==> src/rtl/ppu_pkg.sv <==
// Shared types and default timing for the PPU dot/line timing generator.
// Mode encoding matches the STAT register mode field.
package ppu_pkg;

    typedef enum logic [1:0] {
        HBLANK         = 2'd0,
        VBLANK         = 2'd1,
        OAM_SEARCH     = 2'd2,
        ACTIVE_PICTURE = 2'd3
    } ppu_mode_t;

    localparam int DEF_DOTS_PER_TICK = 2;
    localparam int DEF_DOTS_PER_LINE = 456;
    localparam int DEF_OAM_DOTS      = 80;
    localparam int DEF_XFER_DOTS     = 172;
    localparam int DEF_VISIBLE_LINES = 144;
    localparam int DEF_TOTAL_LINES   = 154;

    // Bit positions inside the STAT interrupt enable field.
    localparam int STAT_IE_MODE0 = 0;
    localparam int STAT_IE_MODE1 = 1;
    localparam int STAT_IE_MODE2 = 2;
    localparam int STAT_IE_LYC   = 3;

endpackage

==> src/rtl/ppu_timing_gen_stat_irq.sv <==
// Combined STAT interrupt line with rising-edge pulse; a source that turns on
// while another already holds the line high is swallowed (STAT blocking).
module ppu_stat_irq
    import ppu_pkg::*;
(
    input  logic       clock,
    input  logic       reset,
    input  logic       lcd_en,
    input  ppu_mode_t  mode,
    input  logic       lyc_match,
    input  logic [3:0] stat_ie,
    output logic       stat_line,
    output logic       stat_irq
);

    logic stat_line_q;

    always_comb begin
        stat_line = lcd_en &
                    ((stat_ie[STAT_IE_MODE0] & (mode == HBLANK))     |
                     (stat_ie[STAT_IE_MODE1] & (mode == VBLANK))     |
                     (stat_ie[STAT_IE_MODE2] & (mode == OAM_SEARCH)) |
                     (stat_ie[STAT_IE_LYC]   & lyc_match));
    end

    // The previous level is forgotten while the LCD is off so a re-enable starts clean.
    always_ff @(posedge clock or negedge reset) begin
        if (!reset) begin
            stat_line_q <= 1'b0;
            stat_irq    <= 1'b0;
        end else if (!lcd_en) begin
            stat_line_q <= 1'b0;
            stat_irq    <= 1'b0;
        end else begin
            stat_line_q <= stat_line;
            stat_irq    <= stat_line & ~stat_line_q;
        end
    end

endmodule

==> src/rtl/ppu_timing_gen.sv <==
// Dot/line counters, mode decode, VRAM/OAM lock flags, LY==LYC compare and
// VBLANK/frame pulses for the PPU; STAT interrupt logic lives in ppu_stat_irq.
module ppu_timing_gen
    import ppu_pkg::*;
#(
    parameter int DOTS_PER_TICK = DEF_DOTS_PER_TICK,
    parameter int DOTS_PER_LINE = DEF_DOTS_PER_LINE,
    parameter int OAM_DOTS      = DEF_OAM_DOTS,
    parameter int XFER_DOTS     = DEF_XFER_DOTS,
    parameter int VISIBLE_LINES = DEF_VISIBLE_LINES,
    parameter int TOTAL_LINES   = DEF_TOTAL_LINES
) (
    input  logic       clock,
    input  logic       reset,
    input  logic       tick_en,
    input  logic       lcd_en,
    input  logic [7:0] lyc,
    input  logic [3:0] stat_ie,
    output logic [1:0] mode,
    output logic [7:0] ly,
    output logic [8:0] dot,
    output logic       lyc_match,
    output logic       vram_access,
    output logic       oam_access,
    output logic       vblank_irq,
    output logic       stat_irq,
    output logic       frame_start
);

    localparam logic [8:0] DOT_STEP  = 9'(DOTS_PER_TICK);
    localparam logic [8:0] LINE_END  = 9'(DOTS_PER_LINE);
    localparam logic [8:0] OAM_END   = 9'(OAM_DOTS);
    localparam logic [8:0] XFER_END  = 9'(OAM_DOTS + XFER_DOTS);
    localparam logic [7:0] VBL_LINE  = 8'(VISIBLE_LINES);
    localparam logic [7:0] LAST_LINE = 8'(TOTAL_LINES);

    ppu_mode_t  mode_dec;
    logic [8:0] dot_inc;
    logic [7:0] ly_inc;
    logic       stat_line;

    assign dot_inc = dot + DOT_STEP;
    assign ly_inc  = ly + 8'd1;

    // Disabling the LCD parks the counters at line 0 dot 0 without any pulse;
    // the LYC compare is refreshed every clock so lyc writes land one clock later.
    always_ff @(posedge clock or negedge reset) begin
        if (!reset) begin
            dot         <= '0;
            ly          <= '0;
            lyc_match   <= 1'b0;
            vblank_irq  <= 1'b0;
            frame_start <= 1'b0;
        end else begin
            vblank_irq  <= 1'b0;
            frame_start <= 1'b0;
            lyc_match   <= lcd_en & (ly == lyc);
            if (!lcd_en) begin
                dot <= '0;
                ly  <= '0;
            end else if (tick_en) begin
                if (dot_inc == LINE_END) begin
                    dot <= '0;
                    if (ly_inc == LAST_LINE) begin
                        ly          <= '0;
                        frame_start <= 1'b1;
                    end else begin
                        ly         <= ly_inc;
                        vblank_irq <= (ly_inc == VBL_LINE);
                    end
                end else begin
                    dot <= dot_inc;
                end
            end
        end
    end

    always_comb begin
        mode_dec = HBLANK;
        if (lcd_en) begin
            if (ly >= VBL_LINE) begin
                mode_dec = VBLANK;
            end else if (dot < OAM_END) begin
                mode_dec = OAM_SEARCH;
            end else if (dot < XFER_END) begin
                mode_dec = ACTIVE_PICTURE;
            end else begin
                mode_dec = HBLANK;
            end
        end
    end

    assign mode        = mode_dec;
    assign vram_access = (mode_dec == ACTIVE_PICTURE);
    assign oam_access  = (mode_dec == OAM_SEARCH) || (mode_dec == ACTIVE_PICTURE);

    ppu_stat_irq u_stat_irq (
        .clock     (clock),
        .reset     (reset),
        .lcd_en    (lcd_en),
        .mode      (mode_dec),
        .lyc_match (lyc_match),
        .stat_ie   (stat_ie),
        .stat_line (stat_line),
        .stat_irq  (stat_irq)
    );

endmodule

==> config.mk <==
export PLATFORM = sky130hd
export DESIGN_NAME = ppu_timing_gen
export DESIGN_NICKNAME = d
export VERILOG_FILES = /design/src/rtl/ppu_pkg.sv /design/src/rtl/ppu_timing_gen_stat_irq.sv /design/src/rtl/ppu_timing_gen.sv
export SDC_FILE = /design/constraint.sdc
export NUM_CORES = 1
export LEC_CHECK = 0
export ABC_AREA = 1
export CAP_MARGIN = 40
export CORE_ASPECT_RATIO = 0.9
export CORE_MARGIN = 5
export CORE_UTILIZATION = 51
export CTS_CLUSTER_DIAMETER = 100
export DETAILED_ROUTE_END_ITERATION = 8
export GPL_ROUTABILITY_DRIVEN = 0
export GPL_TIMING_DRIVEN = 0
export PLACE_DENSITY = 0.87
export SYNTH_ARGS = -nofsm -noshare
export SYNTH_HDL_FRONTEND = slang
export SYNTH_SLANG_ARGS = --single-unit
==> constraint.sdc <==
create_clock -name clock -period 4.14 [get_ports clock]
set_input_delay 0.828 -clock clock [delete_from_list [all_inputs] [get_ports clock]]
set_output_delay 0.828 -clock clock [all_outputs]
set_load 0.02 [all_outputs]
==> flow_metrics.env <==
export IMPL_gr_total_overflow=0
export IMPL_holdBufCountCts=0
export IMPL_dp_hpwl_um=2680
export IMPL_synth_top_area_cell="dfrtp_1"
export IMPL_finClkSkew_ns=0.00332
export IMPL_fmax_ghz=0.315
export IMPL_clk_pin_slew_ns=0.11
export IMPL_initial_core_util_pct=53.4
export IMPL_drc=0
export IMPL_grt_pass1_wl_um=5860
export IMPL_fin_ws_ns=0.961
export IMPL_clock_root_buffer="clkbuf_4"
export IMPL_hold_worst_slack_ns=0.400
export IMPL_synth_top_flop_cell="dfrtp_1"
export IMPL_synth_cell_area_um2=1480
export IMPL_firstDrtPassIters=4
export IMPL_syn_num_nets=231
export IMPL_period_share_pct=76.8
export IMPL_synthToLayoutAreaGrowth_pct=32.7
export IMPL_pre_cts_ws_ns=0.963
export IMPL_crit_type="in -> out"
export IMPL_startpoint_type="primary input"
export IMPL_route_met3_wl_um=163
export IMPL_final_net_count=276
export IMPL_ant_nets=0
export IMPL_antenna_found_initial=0
export IMPL_finalWirelength_um=3380
export IMPL_leakage_nw=0.957
export IMPL_setup_viol=0
export IMPL_hold_viol=0
export IMPL_grt_pass1_vias=1371
export IMPL_clk_path_buf_depth=2
export IMPL_num_rows=18
export IMPL_dr_first_iter_drc_count=80
export IMPL_peakVddDrop_uv=134
export IMPL_htreeDepth=1
export IMPL_synth_cell_type_count=27
export IMPL_drv_cap=0
export IMPL_worstMarginPinSlew_ns=0.555
export IMPL_slew_headroom_pct=62.9
export IMPL_die_w_um=66.8
export IMPL_tns_ns=0
export IMPL_fillers=244
export IMPL_wire_per_inst_um=11.5
export IMPL_post_cts_buffers=0
export IMPL_core_um2=2770
export IMPL_maxSlewViolCount=0
export IMPL_vias_per_cell=4.90
export IMPL_io_buffers=39
export IMPL_clk_latency_ns=0.31
export IMPL_met1_length_um=1650
export IMPL_clkSinkCount=21
export IMPL_diodes=0
export IMPL_fin_total_pwr_mw=0.396
export IMPL_synth_edf_count=0
export IMPL_status="finished, final reports clean"
export IMPL_critical_path_required_ns=3.31
export IMPL_drive_above_1_share_pct=6.69
export IMPL_post_cts_resized=0
export IMPL_cts_inserted_buffers=3
export IMPL_syn_inst=210
export IMPL_async_reset_ff_share_pct=100
export IMPL_ys_seq_area_share_pct=35.5
export IMPL_hp_class="reg -> reg"
export IMPL_rsz0062_at_grt="no"
export IMPL_vias=1441
export IMPL_crit_path_end_kind="primary output"
export IMPL_synth_area_top_cells="dfrtp_1 36%, nand2_1 16%, nand3_1 8.1%, inv_1 7.4%, nor2_1 4.8%"
export IMPL_route_met2_wl_um=1530
export IMPL_grt_max_degree=13
export IMPL_arrival_ns=2.35
export IMPL_num_io_pins=41
export IMPL_synth_warning_count=0
export IMPL_track_usage_pct=18.6
export IMPL_synth_avg_cell_area_um2=7.04
export IMPL_top_layer="met4"
export IMPL_fp_dieH_um=61.1
export IMPL_cts_tree="yes"
export IMPL_power_density_nw_per_um2=202
export IMPL_yosys_area_top_type_share_pct=35.5
export IMPL_worst_path_max_fanout=10
export IMPL_ys_ff_latch=21
export IMPL_dieArea_um2=4080
export IMPL_fin_crit_ns=3.18
-- cells by family after synthesis --
logic type      count (synthesis)  synth area share (%)
fa+ha+maj                       5                  4.23
flops                          21                  35.5
buf+inv                        34                  9.47
other cells                     1                 0.254
compound gates                 13                  5.16
xor+xnor                       10                  5.92
simple gates                  126                  39.4
-- sequential cells by signal, indices dropped and copies added (netlist names) --
name and flops:
vblank_irq 1, lyc_match 1, u_stat_irq.stat_irq 1, ly 8, frame_start 1, dot 8, u_stat_irq.stat_line_q 1
-- layer usage --
metal	track usage, %	vias up
li1	-	748
met1	25.3	656
met2	29.8	31
met3	5.29	6
met4	4.35	0
met5	0	-
-- worst max-delay path: stages --
cell             delay (ns)
clkdlybuf4s50_1        0.51
buf_2                  0.24
nand2_1                0.11
inv_1                  0.06
clkdlybuf4s50_1        0.59
-- power breakdown --
group	total [mW]	switching, mW	internal, mW
sequential	0.220	0.00933	0.210
combinational	0.0768	0.0389	0.0379
clock	0.0990	0.0629	0.0361
-- Yosys cell counts (3+ instances only) --
cell and instances:
nand2_1 65, nand3_1 24, xnor2_1 6, dfrtp_1 21, ha_1 5, xor2_1 4
buf_4 3, inv_1 29, nand4_1 6, o21ai_0 7, nor2_1 19, nor3_1 3
-- path summary, 6_finish.rpt --
path                                   startpoint                endpoint  slack, ns  cells after the start
setup / recovery                           lcd_en                 mode[0]       0.96                      5
hold / removal             u_stat_irq.stat_line_q     u_stat_irq.stat_irq       0.40                      1
setup reg to reg                           dot[1]                   ly[6]       2.35                     10
hold reg to reg            u_stat_irq.stat_line_q     u_stat_irq.stat_irq       0.40                      1
max in group asynchronous                   reset  u_stat_irq.stat_line_q       2.84                      2
min in group asynchronous                   reset                  dot[6]       0.85                      1
-- stage by stage --
step,utilization [%],instance area [um^2],cells
after floorplan,-,1480,210
after global placement,69.3,1920,289
after detailed placement,69.8,1930,290
after CTS,70.8,1960,294
after global routing,70.8,1960,294
final,70.8,1960,294
-- cell usage in the layout, fill, tap and decap left out --
master and instances:
nand3_1 24, nor3_1 3, buf_4 3, a21boi_0 1, nor2_2 1, xor2_1 4
o2111ai_1 1, nand3_2 2, inv_1 29, nand3b_1 1, clkinv_2 1, clkdlybuf4s50_1 39
nand2_4 1, nand2_1 65, a211oi_1 1, nor2_1 19, conb_1 1, a21oi_1 2
nand4_1 6, nor2_4 2, dfrtp_1 21, o21bai_1 1, nand4_4 1, clkbuf_4 3
buf_2 1, buf_1 1, buf_8 1, xnor2_1 6, o21ai_0 7, ha_1 5
nand2_2 1
-- layout make-up --
type	instances	area, um^2	area share [%]
plain buffers	5	31.3	1.59
clock buffers	3	22.5	1.15
clock inverters	1	5.00	0.255
inverters	29	109	5.55
multi-input cells	155	813	41.5
flip-flops and latches	21	526	26.8
well taps	40	50.0	2.55
repair buffers	40	405	20.7
Note: power is estimated with default switching activity, not from simulation.
